## src/rtl/ysyx_23060332_lsu.sv

```systemverilog
// Load/store unit: one instruction at a time, at most one bus transaction, single-cycle write-back beat.
// Optional misaligned-access trap enabled by defining YSYX_23060332_LSU_MISALIGN_CHECK_EN.
module ysyx_23060332_lsu #(
    parameter int unsigned ADDR_W = 32,
    parameter int unsigned DATA_W = 32
) (
    input  logic              clk,
    input  logic              rst,
    input  logic              in_valid,
    output logic              in_ready,
    input  logic              in_load,
    input  logic              in_store,
    input  logic [2:0]        in_func3,
    input  logic [DATA_W-1:0] in_result,
    input  logic [DATA_W-1:0] in_sdata,
    input  logic [4:0]        in_waddr,
    input  logic              in_wen,
    output logic              mem_req_valid,
    input  logic              mem_req_ready,
    output logic [ADDR_W-1:0] mem_req_addr,
    output logic              mem_req_wen,
    output logic [3:0]        mem_req_wmask,
    output logic [DATA_W-1:0] mem_req_wdata,
    input  logic              mem_rsp_valid,
    input  logic [DATA_W-1:0] mem_rsp_rdata,
    input  logic              mem_rsp_err,
    output logic              wb_valid,
    output logic              wb_wen,
    output logic [4:0]        wb_waddr,
    output logic [DATA_W-1:0] wb_wdata,
    output logic              wb_err
);

    typedef enum logic [1:0] {
        IDLE = 2'd0,
        REQ  = 2'd1,
        WAIT = 2'd2,
        DONE = 2'd3
    } state_t;

    state_t state_q, state_d;

    // Instruction fields latched at accept
    logic [2:0] func3_q, func3_d;
    logic [1:0] off_q, off_d;
    logic [4:0] waddr_q, waddr_d;
    logic       wen_q, wen_d;
    logic       load_q, load_d;

    // Next values of the registered outputs
    logic              ready_d;
    logic              req_valid_d;
    logic [ADDR_W-1:0] req_addr_d;
    logic              req_wen_d;
    logic [3:0]        req_wmask_d;
    logic [DATA_W-1:0] req_wdata_d;
    logic              wb_valid_d;
    logic              wb_wen_d;
    logic [4:0]        wb_waddr_d;
    logic [DATA_W-1:0] wb_wdata_d;
    logic              wb_err_d;

    logic              misal_c;

    function automatic logic [3:0] store_mask(input logic [2:0] f3, input logic [1:0] off);
        case (f3)
            3'b000:  return 4'b0001 << off;
            3'b001:  return off[1] ? 4'b1100 : 4'b0011;
            default: return 4'b1111;
        endcase
    endfunction

    function automatic logic [DATA_W-1:0] store_data(input logic [2:0] f3,
                                                     input logic [DATA_W-1:0] sd);
        case (f3)
            3'b000:  return {4{sd[7:0]}};
            3'b001:  return {2{sd[15:0]}};
            default: return sd;
        endcase
    endfunction

    // Pick the byte/half lane out of the returned word and extend it
    function automatic logic [DATA_W-1:0] load_format(input logic [2:0] f3,
                                                      input logic [1:0] off,
                                                      input logic [DATA_W-1:0] rd);
        logic [7:0]  b;
        logic [15:0] h;
        b = rd[{off, 3'b000} +: 8];
        h = off[1] ? rd[31:16] : rd[15:0];
        case (f3)
            3'b000:  return {{24{b[7]}}, b};
            3'b100:  return {24'b0, b};
            3'b001:  return {{16{h[15]}}, h};
            3'b101:  return {16'b0, h};
            default: return rd;
        endcase
    endfunction

`ifdef YSYX_23060332_LSU_MISALIGN_CHECK_EN
    // Unsupported func3 codes fall back to word access, so they are word-checked too
    function automatic logic misaligned(input logic is_store, input logic [2:0] f3,
                                        input logic [1:0] off);
        logic half;
        logic word;
        if (is_store) begin
            half = (f3 == 3'b001);
            word = (f3 != 3'b000) && (f3 != 3'b001);
        end else begin
            half = (f3[1:0] == 2'b01);
            word = f3[1];
        end
        return (half && off[0]) || (word && (off != 2'b00));
    endfunction

    assign misal_c = (in_load || in_store) && misaligned(in_store, in_func3, in_result[1:0]);
`else
    assign misal_c = 1'b0;
`endif

    // Next-state and next-output logic
    always_comb begin
        state_d     = state_q;
        func3_d     = func3_q;
        off_d       = off_q;
        waddr_d     = waddr_q;
        wen_d       = wen_q;
        load_d      = load_q;
        req_valid_d = 1'b0;
        req_addr_d  = mem_req_addr;
        req_wen_d   = mem_req_wen;
        req_wmask_d = mem_req_wmask;
        req_wdata_d = mem_req_wdata;
        wb_valid_d  = 1'b0;
        wb_wen_d    = wb_wen;
        wb_waddr_d  = wb_waddr;
        wb_wdata_d  = wb_wdata;
        wb_err_d    = wb_err;

        case (state_q)
            IDLE: begin
                if (in_valid) begin
                    func3_d = in_func3;
                    off_d   = in_result[1:0];
                    waddr_d = in_waddr;
                    wen_d   = in_wen;
                    load_d  = in_load;
                    if (misal_c) begin
                        state_d    = DONE;
                        wb_valid_d = 1'b1;
                        wb_waddr_d = in_waddr;
                        wb_wen_d   = 1'b0;
                        wb_wdata_d = '0;
                        wb_err_d   = 1'b1;
                    end else if (in_load || in_store) begin
                        state_d     = REQ;
                        req_valid_d = 1'b1;
                        req_addr_d  = ADDR_W'({in_result[DATA_W-1:2], 2'b00});
                        req_wen_d   = in_store;
                        req_wmask_d = in_store ? store_mask(in_func3, in_result[1:0]) : 4'b0000;
                        req_wdata_d = in_store ? store_data(in_func3, in_sdata) : '0;
                    end else begin
                        state_d    = DONE;
                        wb_valid_d = 1'b1;
                        wb_waddr_d = in_waddr;
                        wb_wen_d   = in_wen;
                        wb_wdata_d = in_result;
                        wb_err_d   = 1'b0;
                    end
                end
            end
            REQ: begin
                if (mem_req_ready) begin
                    state_d = WAIT;
                end else begin
                    req_valid_d = 1'b1;
                end
            end
            WAIT: begin
                if (mem_rsp_valid) begin
                    state_d    = DONE;
                    wb_valid_d = 1'b1;
                    wb_waddr_d = waddr_q;
                    wb_err_d   = mem_rsp_err;
                    wb_wen_d   = !mem_rsp_err && load_q && wen_q && (waddr_q != 5'd0);
                    wb_wdata_d = (mem_rsp_err || !load_q) ? '0
                                 : load_format(func3_q, off_q, mem_rsp_rdata);
                end
            end
            DONE: begin
                state_d = IDLE;
            end
            default: begin
                state_d = IDLE;
            end
        endcase

        ready_d = (state_d == IDLE);
    end

    // State and output registers
    always_ff @(posedge clk) begin
        if (rst) begin
            state_q       <= IDLE;
            func3_q       <= 3'b000;
            off_q         <= 2'b00;
            waddr_q       <= 5'd0;
            wen_q         <= 1'b0;
            load_q        <= 1'b0;
            in_ready      <= 1'b1;
            mem_req_valid <= 1'b0;
            mem_req_addr  <= '0;
            mem_req_wen   <= 1'b0;
            mem_req_wmask <= 4'b0000;
            mem_req_wdata <= '0;
            wb_valid      <= 1'b0;
            wb_wen        <= 1'b0;
            wb_waddr      <= 5'd0;
            wb_wdata      <= '0;
            wb_err        <= 1'b0;
        end else begin
            state_q       <= state_d;
            func3_q       <= func3_d;
            off_q         <= off_d;
            waddr_q       <= waddr_d;
            wen_q         <= wen_d;
            load_q        <= load_d;
            in_ready      <= ready_d;
            mem_req_valid <= req_valid_d;
            mem_req_addr  <= req_addr_d;
            mem_req_wen   <= req_wen_d;
            mem_req_wmask <= req_wmask_d;
            mem_req_wdata <= req_wdata_d;
            wb_valid      <= wb_valid_d;
            wb_wen        <= wb_wen_d;
            wb_waddr      <= wb_waddr_d;
            wb_wdata      <= wb_wdata_d;
            wb_err        <= wb_err_d;
        end
    end

endmodule

```

## config.mk

```make
export PLATFORM = sky130hd
export DESIGN_NAME = ysyx_23060332_lsu
export DESIGN_NICKNAME = d
export VERILOG_FILES = /design/src/rtl/ysyx_23060332_lsu.sv
export SDC_FILE = /design/constraint.sdc
export NUM_CORES = 1
export LEC_CHECK = 0
export ABC_CLOCK_PERIOD_IN_PS = 1570
export CAP_MARGIN = 40
export CORE_AREA = 2 2 122 124
export CTS_CLUSTER_SIZE = 12
export DETAILED_ROUTE_END_ITERATION = 6
export DIE_AREA = 0 0 124 126
export PLACE_DENSITY = 0.8
export SETUP_SLACK_MARGIN = 0.05
export SLEW_MARGIN = 20
export SYNTH_ARGS = -nofsm -noshare
export SYNTH_HDL_FRONTEND = slang
export SYNTH_SLANG_ARGS = --single-unit
```

## constraint.sdc

```tcl
create_clock -name clk -period 1.57 [get_ports clk]
set_input_delay 0.2355 -clock clk [delete_from_list [all_inputs] [get_ports clk]]
set_output_delay 0.2355 -clock clk [all_outputs]
set_load 0.05 [all_outputs]
```

* Yosys cells after proc, flatten, opt, wreduce, memory -nomap -nowiden *
Index checks and enable logic that the tools add are counted.

storage, ports and cells
  register bits after elaboration = 123
  input bits = 113

operators by class
  equality and inequality tests = 10
  shift operators = 2
  mux-type cells = 37
  reduce and logical (&&, ||, !) cells = 16

operator list
  cell                                                 number
  2-to-1 mux 32 bit                                    5
  one-hot mux 32 bit (2 select lines)                  2
  one-hot mux 32 bit (4 select lines)                  1
  variable part select 32 x 6 -> 8 bit                 1
  2-to-1 mux 16 bit                                    1
  2-to-1 mux 5 bit                                     3
  2-to-1 mux 1 bit                                     12
  one-hot mux 5 bit (2 select lines)                   1
  2-to-1 mux 2 bit                                     4
  2-to-1 mux 4 bit                                     2
  one-hot mux 1 bit (2 select lines)                   4
  one-hot mux 2 bit (4 select lines)                   1
  one-hot mux 4 bit (2 select lines)                   1
  equality test 3 x 1 -> 1 bit, second input constant  2
  equality test 3 bit, second input constant           2
  zero test 3 bit                                      2
  != test 2 bit, second input constant                 3
  nonzero test 5 bit                                   1
  equality test 2 bit, second input constant           2
  zero test 2 bit                                      2
  AND reduction 4 bit                                  1
  left shift 1 x 2 -> 4 bit, first input constant      1
  logical AND 1 bit                                    3
  AND reduction 3 bit                                  1
  5 further kinds                                      7

* Longest topological paths before layout *
Gate-level depths: netlist of run 1.

  depth in word-level cells = 6
  mapped depth = 7
  gate-level depth less buffers = 4

* Worst setup path before layout of run 1 *
OpenSTA, ideal clock, no wires.

  path kind = register to register
  start point = register state_q[1]
  end point = register wb_wdata[19]
  setup time = 0.134 ns
  arrival time = 1.509 ns
  required time = 1.436 ns
  slack = -0.073 ns
  cell stages (with the launch flop) = 7
  period minus slack after synthesis = 1.643 ns
  cell sequence = dfxtp_1 -> buf_6 -> or4b_4 -> a21o_1 -> buf_2 -> a22oi_1 -> o22ai_1

on the way
  longest elaborated chain between the ends = 3
  elaborated cells on any way between the ends = 8

RTL lines
  item                                                                  line  source
  from (decl)                                                           41    state_t state_q, state_d;
  from (signal assigned)                                                221   state_q <= state_d;
  equality test 2 bit or zero test 2 bit (tied branches)                139   case (state_q)
  != test 2 bit (no source line) or nonzero test 2 bit (tied branches)  --
  AND reduction 4 bit (no source line)                                  --
  to (signal assigned)                                                  236   wb_wdata <= wb_wdata_d;
  to (decl)                                                             30    output logic [DATA_W-1:0] wb_wdata,

Several ways; a longest one is shown, not always the timed one.
A chain may end at the register's enable or synchronous reset.

* Worst setup path after layout of run 1 *
  start point = register state_q[1]
  end point = register wb_wdata[21]

The elaborated chain is that of the path after synthesis.

==> results.cfg, run 1 <==
[status]
status = complete, but fails checks
violations = negative setup slack

[drt]
dr.pass1.iters = 5
drc = 0
routed_wl_um = 22400
wl_per_cell_um = 19.6
num_vias = 6281
ant_nets = 0
drt_iter0_markers = 447
vias_per_cell = 5.50

[min_path]
hold_end = func3_q[0]$_SDFFE_PP0P_
whs_path_depth = 3
hold_class = in2reg
min-delay-start = rst

[job]
drv_cap = 0

[final_layout]
drive_above_1_share = 0.358
area_delta_synth_final_pct = 76.5
mostFrequentLayoutCells = buf_4, dfxtp_1, clkdlybuf4s50_1
layout_commonest_cell = buf_4
num_antenna_cells = 0
final_nets = 1059
final_cell_area_mm2 = 0.00966

[placement]
pre_cts_ws_ns = -0.534
dp_hpwl_um = 14300
gp_congestion = 0.907
io_buffers = 221
postPlaceCellArea_mm2 = 0.00802

[power_and_ir_drop]
irDropWorstVdd_mv = 0.679
leakage_uw = 0.00391
finalPower_uw = 10900
power_density_mw_per_mm2 = 1120

[clock_tree]
clkLatencyLatePin_ns = 0.42
clock-root-buffer = clkbuf_16
cts-hold-fix-buffers = 0
numCtsBuffers = 17
clk_pin_slew_ns = 0.06
clockBufferDepth = 2
htree_levels = 4
cts_tree = built
cts_sinks = 123

[timing]
fmax_ghz = 0.583
hold_slack_ns = 0.309
finalSetupViolCount = 96
fin_skew_ns = 0.00540
timing_hold_violations_final = 0
max_slew_margin = 0.543
period_needed_ns = 1.72
worst_pin_slew_ns = 0.685
maxSlewViolCount = 0
layout_setup_ws_ns = -0.146
rsz0062_at_grt = yes
period_share = 1.09

[die]
die_x_um = 124
dieArea_mm2 = 0.0156
rows = 44
initial_utilization = 0.382
fp.dieH_um = 126
io_pins = 224
fp.coreArea_mm2 = 0.0143

[setup_path]
cp_max_fo = 9
regToRegEndpoint = wb_wdata[21]$_SDFFE_PP0P_
reg2reg_from = state_q[1]$_SDFF_PP0_
reg2regPathDepth = 5
start_kind = register
r2r_slack_ns = -0.15
crit_type = reg2reg
crit_path_end_kind = register
cp.arrival_ns = 2.06
cp_data_required_time_ns = 1.92

[yosys]
ys_ff_latch = 123
ys_seq_area_frac = 0.450
synth.cell_area_mm2 = 0.00547
synthCells = 667
async_flop_share = 0
avgSynthCellArea_um2 = 8.20
synth_top_flop_cell = dfxtp_1
yosys_warnings = 0
synth-edff-count = 0
synthDistinctLibCells = 48

[grt]
globalRoute.totalOverflow = 0
grt_antenna_before_repair = 0
grt_pass1_wl_um = 31400
grt_pass1_vias = 5878
grt_max_degree = 60
grt_use_total = 0.262
[registers in the layout (all words and copies together) (netlist names)]
register,count
waddr_q,5
wb_err,1
in_ready,1
mem_req_wmask,4
load_q,1
mem_req_addr,30
func3_q,3
wb_valid,1
off_q,2
state_q,2
mem_req_wdata,32
mem_req_wen,1
wb_wen,1
wb_wdata,32
mem_req_valid,1
wen_q,1
wb_waddr,5
[layer usage]
layer,vias up,wire [um],global-route usage
li1,2941,-,-
met1,2966,8870,0.317
met2,323,11000,0.438
met3,51,1820,0.0752
met4,0,692,0.0952
met5,-,0,0
[synth_stat cells (2+ instances only)]
master,n,area [um^2]
dfxtp_1,123,2460
nand2_1,108,405
nor2_1,85,319
a21oi_1,81,405
o21ai_0,46,230
clkbuf_1,31,116
a22oi_1,29,218
mux2i_1,28,280
buf_2,18,90.1
a211oi_1,15,113
o221ai_1,13,114
o22ai_1,12,75.1
nor3b_1,11,82.6
mux2_2,8,90.1
o2111ai_1,7,61.3
nand2b_1,6,37.5
o32ai_1,5,43.8
buf_6,4,45.0
inv_1,3,11.3
a21o_1,2,15.0
buf_4,2,15.0
nand3b_1,2,15.0
nor2b_1,2,12.5
o211ai_1,2,15.0
[final cells by class]
| type | count | area (um^2) |
|---|---|---|
| flip-flops and latches | 123 | 2470 |
| clock inverters | 8 | 165 |
| inverters | 4 | 15.0 |
| fillers | 1121 | 4660 |
| multi-input cells | 489 | 3300 |
| well taps | 184 | 230 |
| clock buffers | 22 | 474 |
| repair buffers | 311 | 3000 |
[cell families (layout without fill, tap and decap cells)]
group / count (synthesis) / count (layout) / share of synthesized area
compound gates: 219 / 220 / 0.247
buf+inv: 60 / 345 / 0.0521
flops: 123 / 123 / 0.450
mux: 36 / 36 / 0.0677
other cells: 1 / 2 / 0.000686
simple gates: 228 / 231 / 0.182
[per-stage QoR]
step,cells,utilization,setup TNS (ns)
after detailed placement,1085,0.561,-41.02
after global placement,1085,0.561,-36.81
after global routing,1141,0.675,-10.01
after CTS,1131,0.633,-3.75
final,1141,0.675,-5.43
after floorplan,668,-,-1.28
[worst max path at each step]
stage | slack (ns) | end | start
6_report | -0.15 | wb_wdata[21]$_SDFFE_PP0P_ | state_q[1]$_SDFF_PP0_
3_5_place_dp | -0.53 | wb_wdata[6]$_SDFFE_PP0P_ | in_valid
2_1_floorplan | -0.06 | wb_wdata[13]$_SDFFE_PP0P_ | state_q[1]$_SDFF_PP0_
4_1_cts | -0.11 | wb_wdata[14]$_SDFFE_PP0P_ | state_q[0]$_SDFF_PP0_
5_1_grt | -0.20 | wb_wdata[9]$_SDFFE_PP0P_ | state_q[0]$_SDFF_PP0_
3_3_place_gp | -0.52 | wb_wdata[19]$_SDFFE_PP0P_ | in_valid
[repair_timing]
| item | in CTS | in global routing |
|---|---|---|
| setup endpoints to repair | 104 | 109 |
| cloned | 8 | 7 |
| pin swaps | 26 | 57 |
| setup buffers | 8 | 6 |
| resized for setup | 61 | 121 |
[report_power, final]
part / switching, uW / internal (uW)
Combinational: 1770 / 1280
Clock: 1420 / 2920
Sequential: 138 / 3350
Total: 3320 / 7540
[worst max-delay path: stages (launching register included)]
cell	delay (ns)
dfxtp_2	0.34
or4b_4	0.52
a21oi_4	0.16
buf_12	0.14
o211ai_1	0.24
o22ai_1	0.23
(Power assumes the default switching activity.)
==> run 2, diff against run 1 <==
--- a/config.mk
+++ b/config.mk
@@ -6,7 +6,7 @@
 export NUM_CORES = 1
 export LEC_CHECK = 0
 export ABC_CLOCK_PERIOD_IN_PS = 1570
-export CAP_MARGIN = 40
+export CAP_MARGIN = 20
 export CORE_AREA = 2 2 122 124
 export CTS_CLUSTER_SIZE = 12
 export DETAILED_ROUTE_END_ITERATION = 6
==> results of run 2 <==
Same layout as run 1: the final DEF is identical, and so are final timing and power.
==> run 3, diff against run 2 <==
--- a/config.mk
+++ b/config.mk
@@ -5,13 +5,14 @@
 export SDC_FILE = /design/constraint.sdc
 export NUM_CORES = 1
 export LEC_CHECK = 0
-export ABC_CLOCK_PERIOD_IN_PS = 1570
+export ABC_CLOCK_PERIOD_IN_PS = 1700
 export CAP_MARGIN = 20
-export CORE_AREA = 2 2 122 124
+export CORE_AREA = 2 2 116 118
+export CTS_CLUSTER_DIAMETER = 150
 export CTS_CLUSTER_SIZE = 12
 export DETAILED_ROUTE_END_ITERATION = 6
-export DIE_AREA = 0 0 124 126
-export PLACE_DENSITY = 0.8
+export DIE_AREA = 0 0 118 120
+export PLACE_DENSITY = 0.84
 export SETUP_SLACK_MARGIN = 0.05
 export SLEW_MARGIN = 20
 export SYNTH_ARGS = -nofsm -noshare
==> constraint.sdc (replaced) <==
create_clock -name clk -period 1.7 [get_ports clk]
set_input_delay 0.255 -clock clk [delete_from_list [all_inputs] [get_ports clk]]
set_output_delay 0.255 -clock clk [all_outputs]
set_load 0.05 [all_outputs]
==> results.cfg, run 3 (synthesis gave the netlist of run 1 again) <==
[final_layout]
layout.filler_cells = 1043
final_nets = 1030
top_regs = mem_req_wdata: 32 flops, wb_wdata: 32 flops, mem_req_addr: 30 flops
area_delta_synth_final_pct = 61.3
num_antenna_cells = 0
mostFrequentLayoutCells = buf_4, dfxtp_1, clkdlybuf4s50_1
drive_above_1_share = 0.272
layout_commonest_cell = buf_4
utilization = 0.680

[power_and_ir_drop]
power.internal_uw = 6580
leakage_uw = 0.00357
p_clk_frac = 0.403
comb_power_share = 0.256
p_sw_uw = 2850
switching_share = 0.303
power_density_mw_per_mm2 = 1070
finalPower_uw = 9430
p_seq_frac = 0.341
irDropWorstVdd_mv = 0.591

[die]
dieArea_mm2 = 0.0142
fp.dieH_um = 120
fp.coreArea_mm2 = 0.0130
rows = 42
die_x_um = 118
io_pins = 224
initial_utilization = 0.421

[timing]
period_share = 1.02
rsz0062_at_grt = yes
period_needed_ns = 1.73
layout_setup_ws_ns = -0.0296
fin_skew_ns = 0.00654
worst_pin_slew_ns = 0.759
finalSetupViolCount = 7
max_slew_margin = 0.494
maxSlewViolCount = 0
hold_slack_ns = 0.108
fmax_ghz = 0.578
timing_hold_violations_final = 0

[drt]
dr.pass1.iters = 7
wl_per_cell_um = 18.4
ant_nets = 0
drc = 2
num_vias = 6098
routed_wl_um = 20300
drt_iter0_markers = 390
vias_per_cell = 5.53

[clock_tree]
clock-root-buffer = clkbuf_16
clkLatencyLatePin_ns = 0.42
numCtsBuffers = 17
cts_tree = built
clockBufferDepth = 2
htree_levels = 4
clk_pin_slew_ns = 0.06
cts_sinks = 123

[setup_path]
crit_path_end_kind = register
start_kind = register
cp_data_required_time_ns = 1.99
cp.arrival_ns = 2.02
reg2regPathDepth = 4
cp_max_fo = 6
crit_type = reg2reg

[job]
drv_cap = 0

[grt]
grt_use_total = 0.270
globalRoute.totalOverflow = 0
grt_pass1_wl_um = 29900
grt_antenna_before_repair = 0
grt_max_degree = 69
grt_pass1_vias = 5820

[placement]
io_buffers = 221
pre_cts_ws_ns = -0.464
dp_hpwl_um = 13900
gp_congestion = 0.923

[min_path]
hold_class = in2reg
whs_path_depth = 2

[status]
status = complete, but fails checks
violations = design-rule violations, negative setup slack
run 3: cell count changes in the layout (fill, tap and decap cells not counted), sizes merged:
| cell | change |
|---|---|
| clkinvlp | +1 |
| o21ai | -1 |
| buf | -22 |
| bufinv | -1 |
| clkbuf | -7 |
run 3: final timing paths:
kind                                 start                       endpoint  slack [ns]
max reg2reg          state_q[1]$_SDFF_PP0_      wb_wdata[12]$_SDFFE_PP0P_       -0.03
max                  state_q[1]$_SDFF_PP0_      wb_wdata[12]$_SDFFE_PP0P_       -0.03
min reg2reg  mem_req_addr[17]$_SDFFE_PP0P_  mem_req_addr[17]$_SDFFE_PP0P_        0.45
min                                    rst      wb_wdata[15]$_SDFFE_PP0P_        0.11
run 3: per-stage QoR:
stage          cell area [um^2]  setup TNS [ns]  cells
4_1_cts                    8610         -0.0745   1097
6_report                   8820         -0.0829   1103
5_1_grt                    8820          -0.588   1103
3_3_place_gp               7910          -25.92   1066
3_5_place_dp               7910          -29.61   1066
2_1_floorplan              5470               0    668
run 3: final cells by class:
| class | instances | area, um^2 | area share |
|---|---|---|---|
| multi-input combinational | 488 | 2940 | 0.333 |
| timing repair buffer | 283 | 2560 | 0.291 |
| sequential | 123 | 2470 | 0.280 |
| clock buffer | 21 | 470 | 0.0533 |
| tap | 176 | 220 | 0.0250 |
| clock inverter | 8 | 143 | 0.0162 |
| inverter | 4 | 15.0 | 0.00170 |
run 3: what timing repair did:
action | in CTS | in global routing
setup endpoints to repair | 39 | 83
buffers inserted | 1 | 2
cloned | 1 | 4
hold buffers | 0 | 0
pin swaps | 3 | 9
resized for setup | 11 | 55
run 3: routing by layer:
metal / up-vias / global-route usage / wire [um]
met2: 320 / 0.459 / 9620
met1: 2831 / 0.305 / 7790
li1: 2872 / - / -
met5: - / 0 / 0
met4: 0 / 0.131 / 943
met3: 75 / 0.0903 / 1910
run 3: power groups by stage:
| stage | clock [uW] | combinational (uW) | sequential, uW |
|---|---|---|---|
| finish | 3800 | 2420 | 3220 |
| global route | 3960 | 2550 | 3240 |
| CTS | 3820 | 2320 | 3210 |
| detailed placement | 0 | 2260 | 3260 |
| global placement | 0 | 2240 | 3260 |
| floorplan | 0 | 738 | 3840 |
run 3: worst max-delay path, cell delays in order (launching register included):
cell and delay [ns]:
dfxtp_4 0.36, or3b_4 0.46, or3_4 0.51, mux2i_1 0.18
o32ai_1 0.10
